File: src/rtl/ltc_bmc_serialiser.sv
// SMPTE 12M LTC frame serialiser: 64-bit payload + sync word, biphase-mark coded onto ltc_out_o.
// Optional `LTC_POLARITY_CORRECT_EN: rewrite payload bit POL_BIT so each frame has an even count of 0 bits.
module ltc_bmc_serialiser #(
   parameter int CLK_FREQ = 25000000,
   parameter int LTC_FPS  = 25,
   parameter int POL_BIT  = 59
) (
   input  logic        clk,
   input  logic        reset_n,
   input  logic [63:0] frame_data_i,
   input  logic        frame_valid_i,
   output logic        frame_ready_o,
   output logic        ltc_out_o,
   output logic        frame_start_o,
   output logic        underrun_o
);

   localparam int HALF_DIV = CLK_FREQ / (LTC_FPS * 160);
   localparam int CW       = (HALF_DIV > 1) ? $clog2(HALF_DIV) : 1;
   // Sync 0x3FFD goes out as 0,0,1x12,0,1 on bits 64..79; this is that order packed LSB-first.
   localparam logic [15:0] SYNC_LSB = 16'hBFFC;

   typedef enum logic {IDLE, SEND} state_t;

   state_t        state_q, state_d;
   logic [63:0]   hold_q, hold_d;
   logic          hold_full_q, hold_full_d;
   logic [79:0]   shift_q, shift_d;
   logic [CW-1:0] cnt_q, cnt_d;
   logic [6:0]    bit_q, bit_d;
   logic          mid_q, mid_d;
   logic          ltc_q, ltc_d;
   logic          fs_q, fs_d;
   logic          ur_q, ur_d;

   logic          accept;
   logic          tick;
   logic          load;
   logic [63:0]   payload;

   assign frame_ready_o = reset_n & ~hold_full_q;
   assign accept        = frame_valid_i & frame_ready_o;
   assign tick          = (cnt_q == CW'(HALF_DIV - 1));
   assign ltc_out_o     = ltc_q;
   assign frame_start_o = fs_q;
   assign underrun_o    = ur_q;

   always_comb begin
      payload = hold_q;
`ifdef LTC_POLARITY_CORRECT_EN
      // Sync holds three 0s, so forcing the bit to 0 and then setting it when the
      // remaining payload has an even number of 1s leaves the frame's 0 count even.
      payload[POL_BIT] = 1'b0;
      payload[POL_BIT] = ~^payload;
`endif
   end

   always_comb begin
      state_d     = state_q;
      hold_d      = hold_q;
      hold_full_d = hold_full_q;
      shift_d     = shift_q;
      cnt_d       = cnt_q;
      bit_d       = bit_q;
      mid_d       = mid_q;
      ltc_d       = ltc_q;
      fs_d        = 1'b0;
      ur_d        = 1'b0;
      load        = 1'b0;

      case (state_q)
         IDLE: load = hold_full_q;
         SEND: begin
            cnt_d = tick ? '0 : CW'(cnt_q + 1'b1);
            if (tick) begin
               if (!mid_q) begin
                  mid_d = 1'b1;
                  if (shift_q[0]) ltc_d = ~ltc_q;
               end else begin
                  mid_d = 1'b0;
                  if (bit_q == 7'd79) begin
                     if (hold_full_q) begin
                        load = 1'b1;
                     end else begin
                        ur_d    = 1'b1;
                        state_d = IDLE;
                     end
                  end else begin
                     bit_d   = bit_q + 7'd1;
                     shift_d = {1'b0, shift_q[79:1]};
                     ltc_d   = ~ltc_q;
                  end
               end
            end
         end
         default: state_d = IDLE;
      endcase

      // Frame start: shared by the idle launch and the seamless end-of-frame reload.
      if (load) begin
         shift_d     = {SYNC_LSB, payload};
         hold_full_d = 1'b0;
         ltc_d       = ~ltc_q;
         fs_d        = 1'b1;
         cnt_d       = '0;
         bit_d       = '0;
         mid_d       = 1'b0;
         state_d     = SEND;
      end

      if (accept) begin
         hold_d      = frame_data_i;
         hold_full_d = 1'b1;
      end
   end

   always_ff @(posedge clk) begin
      if (!reset_n) begin
         state_q     <= IDLE;
         hold_q      <= '0;
         hold_full_q <= 1'b0;
         shift_q     <= '0;
         cnt_q       <= '0;
         bit_q       <= '0;
         mid_q       <= 1'b0;
         ltc_q       <= 1'b0;
         fs_q        <= 1'b0;
         ur_q        <= 1'b0;
      end else begin
         state_q     <= state_d;
         hold_q      <= hold_d;
         hold_full_q <= hold_full_d;
         shift_q     <= shift_d;
         cnt_q       <= cnt_d;
         bit_q       <= bit_d;
         mid_q       <= mid_d;
         ltc_q       <= ltc_d;
         fs_q        <= fs_d;
         ur_q        <= ur_d;
      end
   end

endmodule
File: config.mk
export PLATFORM = sky130hd
export DESIGN_NAME = ltc_bmc_serialiser
export DESIGN_NICKNAME = d
export VERILOG_FILES = /design/src/rtl/ltc_bmc_serialiser.sv
export SDC_FILE = /design/constraint.sdc
export NUM_CORES = 1
export LEC_CHECK = 0
export ABC_AREA = 1
export CAP_MARGIN = 0
export CELL_PAD_IN_SITES_DETAIL_PLACEMENT = 0
export CELL_PAD_IN_SITES_GLOBAL_PLACEMENT = 1
export CORE_MARGIN = 2
export CORE_UTILIZATION = 40
export CTS_CLUSTER_DIAMETER = 200
export DETAILED_ROUTE_END_ITERATION = 10
export PLACE_DENSITY = 0.88
export SLEW_MARGIN = 5
export SYNTH_ARGS = -nofsm -noshare
export SYNTH_HDL_FRONTEND = slang
export SYNTH_SLANG_ARGS = --single-unit
File: constraint.sdc
create_clock -name clk -period 2.99 [get_ports clk]
set_input_delay 0.897 -clock clk [delete_from_list [all_inputs] [get_ports clk]]
set_output_delay 0.897 -clock clk [all_outputs]
set_load 0.03 [all_outputs]
==> results.toml, run 1 <==
[synthesis]
netlist_area_um2 = 8150
yosysUniqueCellTypes = 27
ys_ff_latch = 170
seq_area_frac_synth_pct = 41.8
synthTopCellsByArea = "dfxtp_1, nand2_1, nor2_1"
synth_top_area_share_pct = 41.8
synth_largest_area_cell = "dfxtp_1"
synth_warnings = 0
synth_cells = 1292
syn_area_per_cell_um2 = 6.31
syn_nets = 1362

[timing]
layout_min_cycle_time_ps = 2400
final.setup.worst_slack_ps = 587
tightestPinTransition_ps = 741
fin_crit_sh_pct = 80.4
setup_viol = 0
hold_viol_final = 0
rsz0062_at_grt = "false"
setup_tns_ps = 0
fin_worst_skew_ps = 9.32
fmax_ghz = 0.416
max_slew_margin_pct = 50.6
whs_ps = 469
maxSlewViolCount = 0

[clock_network]
cts_buffers = 17
cts_buffer_depth = 2
holdBufCountCts = 0
post_cts_resized = 0
root_buffer = "clkbuf_16"
clkTransAtPathRegs_ps = 70
cts_setup_buffers = 0
cts_sinks = 170
tritoncts = "done"
htreeDepth = 4
clk_latency_ps = 420

[worst_setup_path]
crit_path_max_fanout = 3
critPathArrivalTime_ps = 1510
rr_endpoint = "shift_q[53]$_SDFFE_PN0P_"
cpLargestDelayFamily = "buffers and inverters"
end_kind = "primary output"
path_class = "flop to primary output"
reg2reg_depth = 12
slowest_stage = "clkdlybuf4s50_1"
startpoint_type = "flop"
r2r_start = "cnt_q[0]$_SDFFE_PP0P_"
critPathMaxStageDelay_ps = 690
rrSetupSlack_ps = 670
crit_buf_inv = 1
cp_data_required_time_ps = 2090
crit_chain = "clkdlybuf4s50_1"

[floorplanning]
die_y_um = 147
core_um2 = 20100
initial_core_util_pct = 40.5
io_pins = 71
row_count = 52
die-area_um2 = 21500
fp.dieW_um = 147

[finish]
final_cells = 1590
mostFrequentLayoutCell = "nand2_1"
multi_input_area_um2 = 3960
final_util_pct = 47.6
fin_area_um2 = 9560
fin_nets = 1377
area_growth_pct = 17.3
num-fill-cells = 2102
final_cell_mix = "nand2_1, nor2_1, dfxtp_1"
seq_area_um2 = 3400
final_layout_size_suffix_gt1_share_pct = 4.55
antennaDiodeCount = 0

[pwr]
p_total_mw = 5.28
pwr-share-seq_pct = 46.7
p_int_mw = 3.99
p_switching_mw = 1.29
swShare_pct = 24.4
peakVddDrop_v = 0.000379
powerDensity_nw_per_um2 = 552
leakage_nw = 4.29
p_comb_share_pct = 10.1
pwr-share-clk_pct = 43.2

[detailed_routing]
drc_errors = 0
final_antenna_net_count = 0
route.detailed.wl_per_inst_um = 11.5
viasPerCell = 4.66
first_iter_violations = 565
drt-pass1-iter-count = 5
wl_um = 18300
vias = 7412

[placed_design]
place_inst = 1558
globalplace.congestion = 0.800
postPlaceCellArea_um2 = 8950
dpl.hpwl_um = 10600
portBuffers = 70
dp_slack_ps = 581

[global_routing]
grt_first_pass_wirelength_um = 31600
overflow = 0
grt_pass1_vias = 6849
grtUsageTotal_pct = 17.5
grt_max_degree = 144
antenna_found_initial = 0

[min_path]
worstHoldStart = "shift_q[79]$_SDFFE_PN0P_"
holdPathStages = 2
hold_end = "shift_q[78]$_SDFFE_PP0P_"
hold_path.class = "flop to flop"

[run]
drv_cap = 0

[outcome]
status = "finished clean"
layout make-up:
| class | count | area share (%) |
|---|---|---|
| clock inverter | 11 | 1.51 |
| inverter | 105 | 4.12 |
| clock buffer | 21 | 4.92 |
| tap | 270 | 3.53 |
| multi-input combinational | 931 | 41.4 |
| sequential | 170 | 35.6 |
| timing repair buffer | 82 | 8.87 |
Yosys cell counts (all sizes together):
cell / instances
nand2: 462
nor2: 195
dfxtp: 170
inv: 105
nor3: 80
nand3: 75
o21ai: 67
clkbuf: 57
buf: 29
a21oi: 23
xor2: 8
nand4: 7
ha: 3
nand2b: 3
nor3b: 2
nor4: 2
xnor2: 2
o21bai: 1
o22ai: 1
layer usage:
layer  track usage, %  vias up  wire [µm]
met2             29.4      122       8300
li1                 -     4020          -
met5                0        -          0
met3             3.39       15        603
met1             23.0     3255       9180
met4             4.76        0        198
worst max-delay path by stage:
stage	start	end	slack [ps]	cells after the start
after floorplan	reset_n	frame_ready_o	540	3
after global placement	reset_n	frame_ready_o	570	4
after detailed placement	reset_n	frame_ready_o	580	4
after CTS	ltc_out_o$_SDFFE_PN0P_	ltc_out_o	570	1
after global routing	cnt_q[0]$_SDFFE_PP0P_	shift_q[53]$_SDFFE_PN0P_	390	12
final	ltc_out_o$_SDFFE_PN0P_	ltc_out_o	590	1
power by group through the flow:
stage / logic, mW / clock network, mW / registers (mW)
6_report: 0.533 / 2.28 / 2.46
5_1_grt: 0.619 / 2.43 / 2.48
4_1_cts: 0.540 / 2.34 / 2.46
3_5_place_dp: 0.536 / 0 / 2.51
3_3_place_gp: 0.530 / 0 / 2.51
2_1_floorplan: 0.374 / 0 / 2.49
registers in the layout, summed over array words and instances, names as in the netlist:
name           flops
mid_q              1
bit_q              7
hold_full_q        1
underrun_o         1
frame_start_o      1
shift_q           80
ltc_out_o          1
cnt_q             13
state_q            1
hold_q            64
cell families after synthesis:
| logic type | Yosys count | synth area share [%] |
|---|---|---|
| AND/OR/NAND/NOR | 826 | 41.2 |
| adder cells (fa/ha/maj) | 3 | 0.461 |
| buffers and inverters | 191 | 9.77 |
| AO/OA/AOI/OAI | 92 | 5.70 |
| XOR/XNOR | 10 | 1.08 |
| flip-flops | 170 | 41.8 |
Note: power is estimated with default switching activity, not from simulation.
==> run 2: changes to the inputs <==
- CORE_UTILIZATION: 40 -> 37
- PLACE_DENSITY: 0.88 -> 0.85
- clock period: 2.99 -> 2.2 ns (I/O delays scaled with it)
==> run 2 against run 1 <==
  * Global-route usage fell by 0.95 points
  * Largest power group unchanged
  * Final cell count is 1.4% higher
  * Worst setup slack lost 450 ps
  * Wire length rose by 1.6%
  * Power rose by 37%
  * Critical path type unchanged
  * Largest cell class unchanged
  * Sequential power up 36%
==> results.toml, run 2 (synthesis results as in run 1) <==
[detailed_routing]
final_antenna_net_count = 0
wl_um = 18600
drt-pass1-iter-count = 4
vias = 7434
route.detailed.wl_per_inst_um = 11.5
drc_errors = 0
first_iter_violations = 506
viasPerCell = 4.61

[timing]
fmax_ghz = 0.485
rsz0062_at_grt = "false"
fin_crit_sh_pct = 93.8
max_slew_margin_pct = 57.9
hold_viol_final = 0
setup_viol = 0
setup_tns_ps = 0
tightestPinTransition_ps = 625
maxSlewViolCount = 0
fin_worst_skew_ps = 8.70
layout_min_cycle_time_ps = 2060

[finish]
mostFrequentLayoutCell = "nand2_1"
largestRegisters = "shift_q x80, hold_q x64, cnt_q x13"
largest_reg_flops = 80
final_cell_mix = "nand2_1, nor2_1, dfxtp_1"
fin_nets = 1390
regMostFlops = "shift_q"
final_layout_size_suffix_gt1_share_pct = 5.48
fin_area_um2 = 9740
antennaDiodeCount = 0
num-fill-cells = 2307
area_growth_pct = 19.6

[worst_setup_path]
slowest_stage = "clkdlybuf4s50_1"
reg2reg_depth = 12
path_class = "flop to primary output"
rrSetupSlack_ps = 210
cp_data_required_time_ps = 1540
crit_cells = 1
end_kind = "primary output"
crit_buf_inv = 1
cpLargestDelayFamily = "buffers and inverters"
critPathArrivalTime_ps = 1400
startpoint_type = "flop"
critPathMaxStageDelay_ps = 660
crit_chain = "clkdlybuf4s50_1"
crit_path_max_fanout = 1

[clock_network]
tritoncts = "done"
cts_buffers = 17
cts_sinks = 170
root_buffer = "clkbuf_16"
clkTransAtPathRegs_ps = 70
clk_latency_ps = 430
htreeDepth = 4
cts_buffer_depth = 2

[pwr]
p_switching_mw = 1.83
pwr-share-clk_pct = 43.4
powerDensity_nw_per_um2 = 743
pwr-share-seq_pct = 46.3
p_int_mw = 5.41
leakage_nw = 4.39
p_comb_share_pct = 10.4
swShare_pct = 25.3
peakVddDrop_v = 0.000410

[floorplanning]
initial_core_util_pct = 37.6
row_count = 54
core_um2 = 21700
io_pins = 71
die_y_um = 152
fp.dieW_um = 152
die-area_um2 = 23200

[placed_design]
globalplace.congestion = 0.782
portBuffers = 70
postPlaceCellArea_um2 = 9110
dpl.hpwl_um = 11300

[run]
drv_cap = 0

[outcome]
status = "finished clean"

[min_path]
hold_path.class = "flop to flop"
holdPathStages = 2

[global_routing]
antenna_found_initial = 0
overflow = 0
grt_pass1_vias = 6883
grtUsageTotal_pct = 16.5
grt_max_degree = 84
grt_first_pass_wirelength_um = 32300
-- run 2: final timing paths --
check,to,startpoint
worst max-delay path,frame_start_o,frame_start_o$_SDFF_PN0_
worst max register to register,shift_q[54]$_SDFFE_PN0P_,cnt_q[0]$_SDFFE_PP0P_
worst min-delay path,shift_q[64]$_SDFFE_PP0P_,shift_q[65]$_SDFFE_PP0P_
worst min register to register,shift_q[64]$_SDFFE_PP0P_,shift_q[65]$_SDFFE_PP0P_
-- run 2: stage by stage --
| stage | hold WS [ps] | total power [mW] | setup slack (ps) | std cells | util, % |
|---|---|---|---|---|---|
| floorplan | 437 | 3.90 | 226 | 1292 | - |
| CTS | 468 | 7.33 | 107 | 1614 | 44.9 |
| finish | 470 | 7.23 | 137 | 1613 | 44.9 |
| global route | 484 | 7.58 | 5.68 | 1613 | 44.9 |
| detailed placement | 456 | 4.17 | 31.9 | 1580 | 42.0 |
| global placement | 449 | 4.16 | 113 | 1580 | 42.0 |
-- run 2: power by group through the flow --
| stage | clock network (mW) | logic [mW] | registers, mW |
|---|---|---|---|
| after floorplan | 0 | 0.508 | 3.39 |
| after global placement | 0 | 0.751 | 3.41 |
| after detailed placement | 0 | 0.757 | 3.42 |
| after CTS | 3.22 | 0.759 | 3.35 |
| after global routing | 3.34 | 0.871 | 3.37 |
| final | 3.14 | 0.751 | 3.35 |
-- run 2: cell type report --
type | count | area [µm²] | area share, %
Clock buffer | 20 | 447 | 4.58
Clock inverter | 12 | 164 | 1.68
Inverter | 105 | 394 | 4.05
Multi-Input combinational cell | 931 | 3980 | 40.8
Sequential cell | 170 | 3400 | 34.9
Tap cell | 280 | 350 | 3.60
Timing Repair Buffer | 95 | 1010 | 10.3
-- run 2: repair_timing --
item,CTS,global route
endpoints found under the setup margin,5,73
buffers inserted,2,0
hold buffers,0,0
pin swaps,1,0
gates resized for setup,1,3
-- run 2: metal layers --
layer	up-vias	global-route usage (%)	share of wire [%]
met2	89	27.3	45
met3	14	3.24	3.0
met1	3279	21.8	50
li1	4052	-	-
met4	0	5.30	1.3
met5	-	0	0
==> run 3: changes to the inputs <==
- CORE_UTILIZATION: 37 -> 40
- DONT_BUFFER_PORTS: unset -> 1
- PLACE_DENSITY: 0.85 -> 0.84
==> run 3 against run 2 <==
  * Die area shrank 7.3%
  * Critical path depth grew 10
  * Power shrank 4.1%
  * Worst hold slack lost 120 ps
  * Clock skew grew 2.8 ps
  * Final cell count shrank 5.4%
  * Sequential power is essentially flat
  * Worst setup slack gained 68 ps
  * Sequential share of layout area grew 3.0 points
  * Cell area shrank 8.0%
  * Count of clock-buffer cells in the layout is the same
  * First-iteration DRC count shrank 0.59%
  * Critical endpoint is now shift_q[57]$_SDFFE_PN0P_
==> results.toml, run 3 (synthesis results as in run 1) <==
[clock_network]
clk_latency_ps = 420
tritoncts = "done"
holdBufCountCts = 0
htreeDepth = 4
clkTransAtPathRegs_ps = 60
post_cts_resized = 0
cts_setup_buffers = 0
cts_buffer_depth = 2
cts_buffers = 17
cts_sinks = 170
root_buffer = "clkbuf_16"

[worst_setup_path]
end_kind = "flop"
startpoint_type = "flop"
cpLargestDelayFamily = "simple AND/OR/NAND/NOR gates"
path_class = "flop to flop"
crit_top_cell = "nand2_1"
critPathArrivalTime_ps = 2310
crit_buf_inv = 1
critPathMaxStageDelay_ps = 400
crit_path_max_fanout = 26
slowest_stage = "dfxtp_1"
crit_chain = "ha_1 -> nand2_1 -> nor3_1 -> nand2_1 -> nor2_2 -> nand2_1 -> nand3_2 -> nand2_8 -> buf_8 -> nor2_1 -> nor2_1"
cp_data_required_time_ps = 2520

[timing]
final.setup.worst_slack_ps = 205
maxSlewViolCount = 0
setup_viol = 0
fin_crit_sh_pct = 90.7
tightestPinTransition_ps = 582
hold_viol_final = 0
whs_ps = 347
max_slew_margin_pct = 61.2
rsz0062_at_grt = "false"
layout_min_cycle_time_ps = 1990
fmax_ghz = 0.501
setup_tns_ps = 0
fin_worst_skew_ps = 11.5

[detailed_routing]
drt-pass1-iter-count = 7
route.detailed.wl_per_inst_um = 11.9
vias = 7175
first_iter_violations = 503
wl_um = 18200
drc_errors = 0
viasPerCell = 4.70
final_antenna_net_count = 0

[outcome]
status = "finished clean"

[floorplanning]
io_pins = 71
initial_core_util_pct = 40.5
die_y_um = 147
die-area_um2 = 21500
fp.dieW_um = 147
row_count = 52
core_um2 = 20100

[finish]
final_cell_mix = "nand2_1, nor2_1, dfxtp_1"
mostFrequentLayoutCell = "nand2_1"
largestRegisters = "shift_q x80, hold_q x64, cnt_q x13"
fin_nets = 1317
final_layout_size_suffix_gt1_share_pct = 5.18
largest_reg_flops = 80
fin_area_um2 = 8960
antennaDiodeCount = 0
area_growth_pct = 10.0
regMostFlops = "shift_q"

[global_routing]
grt_pass1_vias = 6639
grt_max_degree = 145
overflow = 0
grtUsageTotal_pct = 17.3
antenna_found_initial = 0
grt_first_pass_wirelength_um = 31300

[pwr]
p_comb_share_pct = 8.5
pwr-share-seq_pct = 48.3
pwr-share-clk_pct = 43.2
leakage_nw = 4.06
peakVddDrop_v = 0.000565
powerDensity_nw_per_um2 = 774
p_int_mw = 5.28
swShare_pct = 23.9
p_switching_mw = 1.66
p_total_mw = 6.94

[placed_design]
dpl.hpwl_um = 10600
postPlaceCellArea_um2 = 8360
globalplace.congestion = 0.801
dp_slack_ps = 146
portBuffers = 0

[min_path]
hold_path.class = "primary input to flop"

[run]
drv_cap = 0
## run 3: worst paths after layout
| check | cells after the start | endpoint | slack, ps | from |
|---|---|---|---|---|
| worst min-delay path | 2 | hold_q[20]$_SDFFE_PN0P_ | 350 | frame_data_i[20] |
| worst max register to register | 11 | shift_q[57]$_SDFFE_PN0P_ | 210 | cnt_q[0]$_SDFFE_PP0P_ |
| worst max-delay path | 11 | shift_q[57]$_SDFFE_PN0P_ | 210 | cnt_q[0]$_SDFFE_PP0P_ |
| worst min register to register | 2 | shift_q[64]$_SDFFE_PP0P_ | 470 | shift_q[64]$_SDFFE_PP0P_ |
## run 3: area by class of cell
| class | instances | area [µm²] |
|---|---|---|
| Clock buffer | 20 | 457 |
| Clock inverter | 8 | 123 |
| Fill cell | 2132 | 11100 |
| Inverter | 105 | 394 |
| Multi-Input combinational cell | 931 | 3980 |
| Sequential cell | 170 | 3400 |
| Tap cell | 270 | 338 |
| Timing Repair Buffer | 22 | 273 |
## run 3: per-layer routing
layer | GRT usage, % | vias to the layer above | part of all wire, %
met4 | 4.81 | 0 | 0.67
met1 | 23.2 | 3176 | 50
li1 | - | 3889 | -
met3 | 3.73 | 9 | 2.7
met5 | 0 | - | 0
met2 | 28.3 | 101 | 47
## run 3: power by group through the flow
stage | logic [mW] | registers, mW | clock network [mW]
after floorplan | 0.508 | 3.39 | 0
after global routing | 0.693 | 3.37 | 3.20
after global placement | 0.583 | 3.41 | 0
final | 0.589 | 3.35 | 3.00
after CTS | 0.594 | 3.35 | 3.08
after detailed placement | 0.590 | 3.42 | 0
## run 3: through the flow
| stage | util, % | instances |
|---|---|---|
| 2_1_floorplan | - | 1292 |
| 3_3_place_gp | 41.6 | 1498 |
| 3_5_place_dp | 41.6 | 1498 |
| 4_1_cts | 44.5 | 1526 |
| 5_1_grt | 44.6 | 1526 |
| 6_report | 44.6 | 1526 |
